===== src/rtl/fpm_pkg.sv =====
// fpm_pkg: flag bit positions and exponent/pattern helpers shared by the multiplier.
package fpm_pkg;
  localparam int FLG_INV = 3;
  localparam int FLG_OVF = 2;
  localparam int FLG_UNF = 1;
  localparam int FLG_NX = 0;
  function automatic int bias(input int ew);
    return (1 << (ew - 1)) - 1;
  endfunction
  function automatic logic [63:0] qnan_pat(input int ew, input int mw);
    return (((64'd1 << ew) - 64'd1) << mw) | (64'd1 << (mw - 1));
  endfunction
  function automatic logic [63:0] max_finite_pat(input int ew, input int mw);
    return (((64'd1 << ew) - 64'd2) << mw) | ((64'd1 << mw) - 64'd1);
  endfunction
endpackage


===== src/rtl/fpm_round.sv =====
// fpm_round: round-to-nearest-even of a normalised significand given guard/round/sticky.
module fpm_round #(
  parameter int MAN_W = 23
) (
  input  logic [MAN_W:0]   sig,
  input  logic             g,
  input  logic             r,
  input  logic             s,
  output logic [MAN_W-1:0] frac,
  output logic             carry,
  output logic             inexact
);
  logic [MAN_W+1:0] sum;
  assign sum = {1'b0, sig} + {{(MAN_W+1){1'b0}}, g & (r | s | sig[0])};
  assign carry = sum[MAN_W+1];
  assign frac = carry ? sum[MAN_W:1] : sum[MAN_W-1:0];
  assign inexact = g | r | s;
endmodule


===== src/rtl/fpm_pipe.sv =====
// fpm_pipe: 3-stage pipelined RNE float multiplier, valid/ready on both sides, async active-low rst.
// Define FPM_SPECIAL_EN to decode Inf/NaN and overflow to Inf; otherwise overflow saturates to max finite.
module fpm_pipe
  import fpm_pkg::*;
#(
  parameter int EXP_W = 8,
  parameter int MAN_W = 23
) (
  input  logic                 clk,
  input  logic                 rst,
  input  logic                 in_valid,
  output logic                 in_ready,
  input  logic [EXP_W+MAN_W:0] a,
  input  logic [EXP_W+MAN_W:0] b,
  output logic                 out_valid,
  input  logic                 out_ready,
  output logic [EXP_W+MAN_W:0] result,
  output logic [3:0]           flags
);
  localparam int W = 1 + EXP_W + MAN_W;
  localparam int MAGW = EXP_W + MAN_W;
  localparam int SW = MAN_W + 1;
  localparam int PW = 2 * SW;
  localparam int XW = EXP_W + 2;
  localparam logic [EXP_W-1:0] EMAX = '1;
  localparam logic signed [XW-1:0] BIAS = XW'(bias(EXP_W));
  localparam logic signed [XW-1:0] OVF_E = XW'((1 << EXP_W) - 1);
  localparam logic [W-1:0] QNAN = W'(qnan_pat(EXP_W, MAN_W));
`ifdef FPM_SPECIAL_EN
  localparam logic [MAGW-1:0] OVF_MAG = {EMAX, {MAN_W{1'b0}}};
`else
  localparam logic [MAGW-1:0] OVF_MAG = MAGW'(max_finite_pat(EXP_W, MAN_W));
`endif
  logic v1, v2, v3, en1, en2, en3;
  assign en3 = ~v3 | out_ready;
  assign en2 = ~v2 | en3;
  assign en1 = ~v1 | en2;
  assign in_ready = en1;
  assign out_valid = v3;
  logic sa1, sb1;
  logic [EXP_W-1:0] ea1, eb1;
  logic [SW-1:0] ma1, mb1;
  always_ff @(posedge clk or negedge rst)
    if (!rst) begin
      v1 <= 1'b0;
      sa1 <= 1'b0;
      sb1 <= 1'b0;
      ea1 <= '0;
      eb1 <= '0;
      ma1 <= '0;
      mb1 <= '0;
    end else if (en1) begin
      v1 <= in_valid;
      sa1 <= a[W-1];
      sb1 <= b[W-1];
      ea1 <= a[W-2 -: EXP_W];
      eb1 <= b[W-2 -: EXP_W];
      ma1 <= {a[W-2 -: EXP_W] != '0, a[MAN_W-1:0]};
      mb1 <= {b[W-2 -: EXP_W] != '0, b[MAN_W-1:0]};
    end
  logic za, zb, ia, ib, na, nb;
  assign za = ea1 == '0;
  assign zb = eb1 == '0;
`ifdef FPM_SPECIAL_EN
  assign ia = ea1 == EMAX && ma1[MAN_W-1:0] == '0;
  assign ib = eb1 == EMAX && mb1[MAN_W-1:0] == '0;
  assign na = ea1 == EMAX && ma1[MAN_W-1:0] != '0;
  assign nb = eb1 == EMAX && mb1[MAN_W-1:0] != '0;
`else
  assign ia = 1'b0;
  assign ib = 1'b0;
  assign na = 1'b0;
  assign nb = 1'b0;
`endif
  logic s2, z2, i2, n2;
  logic signed [XW-1:0] x2;
  logic [PW-1:0] p2;
  always_ff @(posedge clk or negedge rst)
    if (!rst) begin
      v2 <= 1'b0;
      s2 <= 1'b0;
      z2 <= 1'b0;
      i2 <= 1'b0;
      n2 <= 1'b0;
      x2 <= '0;
      p2 <= '0;
    end else if (en2) begin
      v2 <= v1;
      s2 <= sa1 ^ sb1;
      z2 <= za | zb;
      i2 <= ia | ib;
      n2 <= na | nb | (ia & zb) | (ib & za);
      x2 <= $signed({2'b00, ea1}) + $signed({2'b00, eb1}) - BIAS;
      p2 <= PW'(ma1) * PW'(mb1);
    end
  // Normalise so the leading one sits at the top; the exponent absorbs a product >= 2.
  logic [PW-1:0] q;
  logic signed [XW-1:0] x_n, x_f;
  logic [MAN_W-1:0] frac_r;
  logic carry, nx, fin, ovf, unf;
  assign q = p2[PW-1] ? p2 : p2 << 1;
  assign x_n = x2 + $signed({{(XW-1){1'b0}}, p2[PW-1]});
  fpm_round #(.MAN_W(MAN_W)) u_round (
    .sig(q[PW-1 -: SW]),
    .g(q[PW-SW-1]),
    .r(q[PW-SW-2]),
    .s(|q[PW-SW-3:0]),
    .frac(frac_r),
    .carry(carry),
    .inexact(nx)
  );
  assign x_f = x_n + $signed({{(XW-1){1'b0}}, carry});
  assign fin = ~n2 & ~i2 & ~z2;
  assign ovf = fin & (x_f >= OVF_E);
  assign unf = fin & (x_f[XW-1] | x_f == '0);
  logic [W-1:0] res_d;
  logic [3:0] flg_d;
  assign res_d = n2 ? QNAN : i2 ? {s2, EMAX, {MAN_W{1'b0}}} : (z2 | unf) ? {s2, {MAGW{1'b0}}} :
                 ovf ? {s2, OVF_MAG} : {s2, x_f[EXP_W-1:0], frac_r};
  always_comb begin
    flg_d = '0;
    flg_d[FLG_INV] = n2;
    flg_d[FLG_OVF] = ovf;
    flg_d[FLG_UNF] = unf;
    flg_d[FLG_NX] = fin & (ovf | unf | nx);
  end
  always_ff @(posedge clk or negedge rst)
    if (!rst) begin
      v3 <= 1'b0;
      result <= '0;
      flags <= '0;
    end else if (en3) begin
      v3 <= v2;
      result <= res_d;
      flags <= flg_d;
    end
endmodule


===== config.mk =====
export PLATFORM = sky130hd
export DESIGN_NAME = fpm_pipe
export DESIGN_NICKNAME = d
export VERILOG_FILES = /design/src/rtl/fpm_pkg.sv /design/src/rtl/fpm_round.sv /design/src/rtl/fpm_pipe.sv
export SDC_FILE = /design/constraint.sdc
export NUM_CORES = 2
export LEC_CHECK = 0
export CORE_ASPECT_RATIO = 0.75
export CORE_MARGIN = 2
export CORE_UTILIZATION = 55
export CTS_CLUSTER_SIZE = 25
export DETAILED_ROUTE_END_ITERATION = 8
export GPL_TIMING_DRIVEN = 0
export PLACE_DENSITY = 0.73
export SLEW_MARGIN = 30
export SYNTH_ARGS = -nofsm -noshare
export SYNTH_HDL_FRONTEND = slang
export SYNTH_SLANG_ARGS = --single-unit

===== constraint.sdc =====
create_clock -name clk -period 11.1 [get_ports clk]
set_input_delay 1.11 -clock clk [delete_from_list [all_inputs] [get_ports clk]]
set_output_delay 1.11 -clock clk [all_outputs]
set_load 0.03 [all_outputs]

==> reports/metrics.csv <==
metric;value;unit
worst-path maximum fanout;10;
CP most frequent cell;fa_1;
Max Cap Viol;0;
total CTS buffers;17;
Hold Crit Class;in -> async;
clk_skew;19.08;ps
top post-synthesis cells by area;fa_1 36%, dfrtp_1 15%, ha_1 8.9%;
initial drt markers;2191;
Avg Inst Size Synth;9.060;um2
I/O pins;106;
endpoint type of the worst setup path;flip-flop;
worst reg2reg setup slack;2110;ps
placed cell count;3739;
height of the die;196.0;um
headroom to the max-slew limit;29.84;%
cell count after synthesis;2985;
hold_buf cts;0;
vias per cell;5.754;
vias in the first global route;22140;
Vias;21720;
r2r startpoint;ma1[16];
Sum Neg Setup Slack;0;ps
Reg2Reg Capture Point;p2[36];
Adder-Cell Fraction of Synth Area;44.71;%
CP Buf/Inv Count;6;
clk slew on worst S/H paths;80;ps
antenna violations before repair;8;
die footprint;50980;um2
Post-synth ARST share;100.0;%
CP top delay family;adder cells;
Max Freq;111.2;MHz
Syn Nets;3729;
sequential share of the synthesized area;15.18;%
R2R depth;24;
Final Max Tran Viols;0;
first-pass GRT wire length;132800;um
DR WL/cell;23.16;um
Place WS;2450;ps
Area Growth Syn to Fin;9.369;%
largest net degree at the start of global routing;90;
Cell Count, Final, Fillers Out;3774;
final worst slack;2110;ps
multiplexer share of the synthesized area;3.271;%
die width;260.0;um
CP peak stage delay;790;ps
Layout Nets;3854;
Min Clock Period, post-route;8990;ps
Port Buf Inserts;104;
Synth Area in Compound Gates;6.588;%
status;finished, final reports clean;
CP Cell Sequence;clkbuf_1 > and2_1 > fa_1 > fa_1 > inv_1 > fa_1 > fa_1 > inv_1 > fa_1 > fa_1 > inv_1 > fa_1 > inv_1 > ha_1 > clkbuf_1 > a21o_1 > a21o_1 > a21oi_1 > o21ai_0 > o211ai_1 > nand2_1 > a21boi_0 > nor4b_1 > nor3_1;
RSZ-0062 raised after global routing;false;
Site Rows;70;
share of layout cells above drive strength 1;4.003;%
Synth Flop Type;dfrtp_1;
root buf cell;clkbuf_16;
Startpoint Class;flip-flop;
area leader, netlist;fa_1;
Post-CTS Repair Setup Buffers;0;
synth cell count leaders;563 x inv_1, 484 x fa_1, 435 x nand2_1;
number of synthesized flops with an enable pin;0;
crit path from;ma1[16];
Yosys warning total;0;
CP required;11440;ps
Synth Register Bits;164;
DRC Markers;0;
post-synthesis xor/xnor area fraction;2.720;%
Slew @ Worst Pin;1052;ps
final design utilization;60.85;%
crit path max-delay cell type;clkbuf_1;
critical setup path kind;reg -> reg;
Resize count post-CTS;0;
GRT Total Usage;35.61;%
clk sink count;164;
hpwl dp;71810;um
GRT Residual Overflow;0;
H-tree depth;4;
CTS tree;yes;
number of library cell types mapped by synthesis;69;
antenna-violating nets left;0;
share of the synthesized area in the top cell type;35.83;%
Routed WL;87410;um
period utilization;80.99;%
count of final setup violators;0;
core box area;48610;um2
clk buf depth;2;
clock latency on the worst-skew pair;480;ps
Worst Path Arrival;9330;ps
largest family of logic cells by synthesized area;adder cells;
cell area after synthesis;27040;um2
Initial Util;55.63;%
Initial DRT Pass Iterations;6;
endpoints failing hold;0;
count leader, synth;inv_1;
routability cong.;1.012;
Post-Synth Simple-Gate Area;17.27;%
-- layout make-up --
type | count | area, um2
antenna | 3 | 7.507
buffer | 168 | 661.9
clock buffer | 17 | 425.4
clock inverter | 15 | 186.4
fill | 4277 | 19030
inverter | 563 | 2113
multi-input combinational | 2090 | 20170
sequential | 164 | 4104
tap | 648 | 810.8
timing repair buffer | 106 | 1101
-- routing by layer --
metal	vias up	GRT usage, %	wire length, um
li1	9359	-	-
met3	157	8.127	9663
met2	1057	51.11	36750
met5	-	0	0
met4	0	12.03	3116
met1	11140	53.14	37880
-- worst reg2reg max path, delay by kind of cell (launching register included) --
kind	cells	cell delay, ps
AO/OA/AOI/OAI	6	2190
adder cells (fa/ha/maj)	8	3770
buffers and inverters	6	1210
flip-flops	1	680
AND/OR/NAND/NOR	4	1010
-- registers in the layout, summed over array words and instances (netlist names) --
| register | flops |
|---|---|
| p2 | 48 |
| result | 32 |
| ma1 | 24 |
| mb1 | 24 |
| x2 | 10 |
| ea1 | 8 |
| eb1 | 8 |
| flags | 3 |
| out_valid | 1 |
| s2 | 1 |
| sa1 | 1 |
| sb1 | 1 |
| v1 | 1 |
| v2 | 1 |
| z2 | 1 |
-- cell families (layout without fill, tap and decap cells) --
group / after synthesis / in the layout
mux: 80 / 80
simple gates: 954 / 954
buf+inv: 731 / 869
compound gates: 295 / 295
other cells: 1 / 4
flops: 164 / 164
fa+ha+maj: 676 / 676
xor+xnor: 84 / 84
-- placed cells by master (no fill, tap or decap), types with 13 or more instances in the layout --
cell type	netlist	routed
clkbuf_1	155	153
clkdlybuf4s50_1	0	103
nand2_1	435	435
clkbuf_16	0	17
mux2i_1	13	13
o21ai_0	78	78
a31oi_1	13	13
nand3_1	29	29
xnor2_1	45	45
nor2_1	89	89
nor3_1	13	13
xor2_1	39	39
fa_1	484	484
mux2_2	67	67
a21o_1	31	31
nor4_1	20	20
dfrtp_1	164	164
ha_1	192	192
inv_1	563	563
and2_1	300	300
a21oi_1	103	103
-- stage by stage --
stage / cell area (um2) / hold WS (ps)
after global placement: 28900 / 442.4
after global routing: 29570 / 373.0
after CTS: 29570 / 380.9
after floorplan: 27040 / 434.6
final: 29580 / 396.7
after detailed placement: 28960 / 448.7
-- how the worst max path moves through the flow --
stage | cells after the start | slack (ps) | end
final | 24 | 2110 | p2[36]
after global routing | 24 | 1800 | p2[28]
after detailed placement | 24 | 2450 | p2[28]
after CTS | 24 | 2440 | p2[36]
after floorplan | 27 | 4470 | p2[45]
after global placement | 1 | 2180 | p2[15]
Power is left out: the tool's default activity adds up to more than one toggle a clock period on the data nets, which glitch-free logic cannot reach.
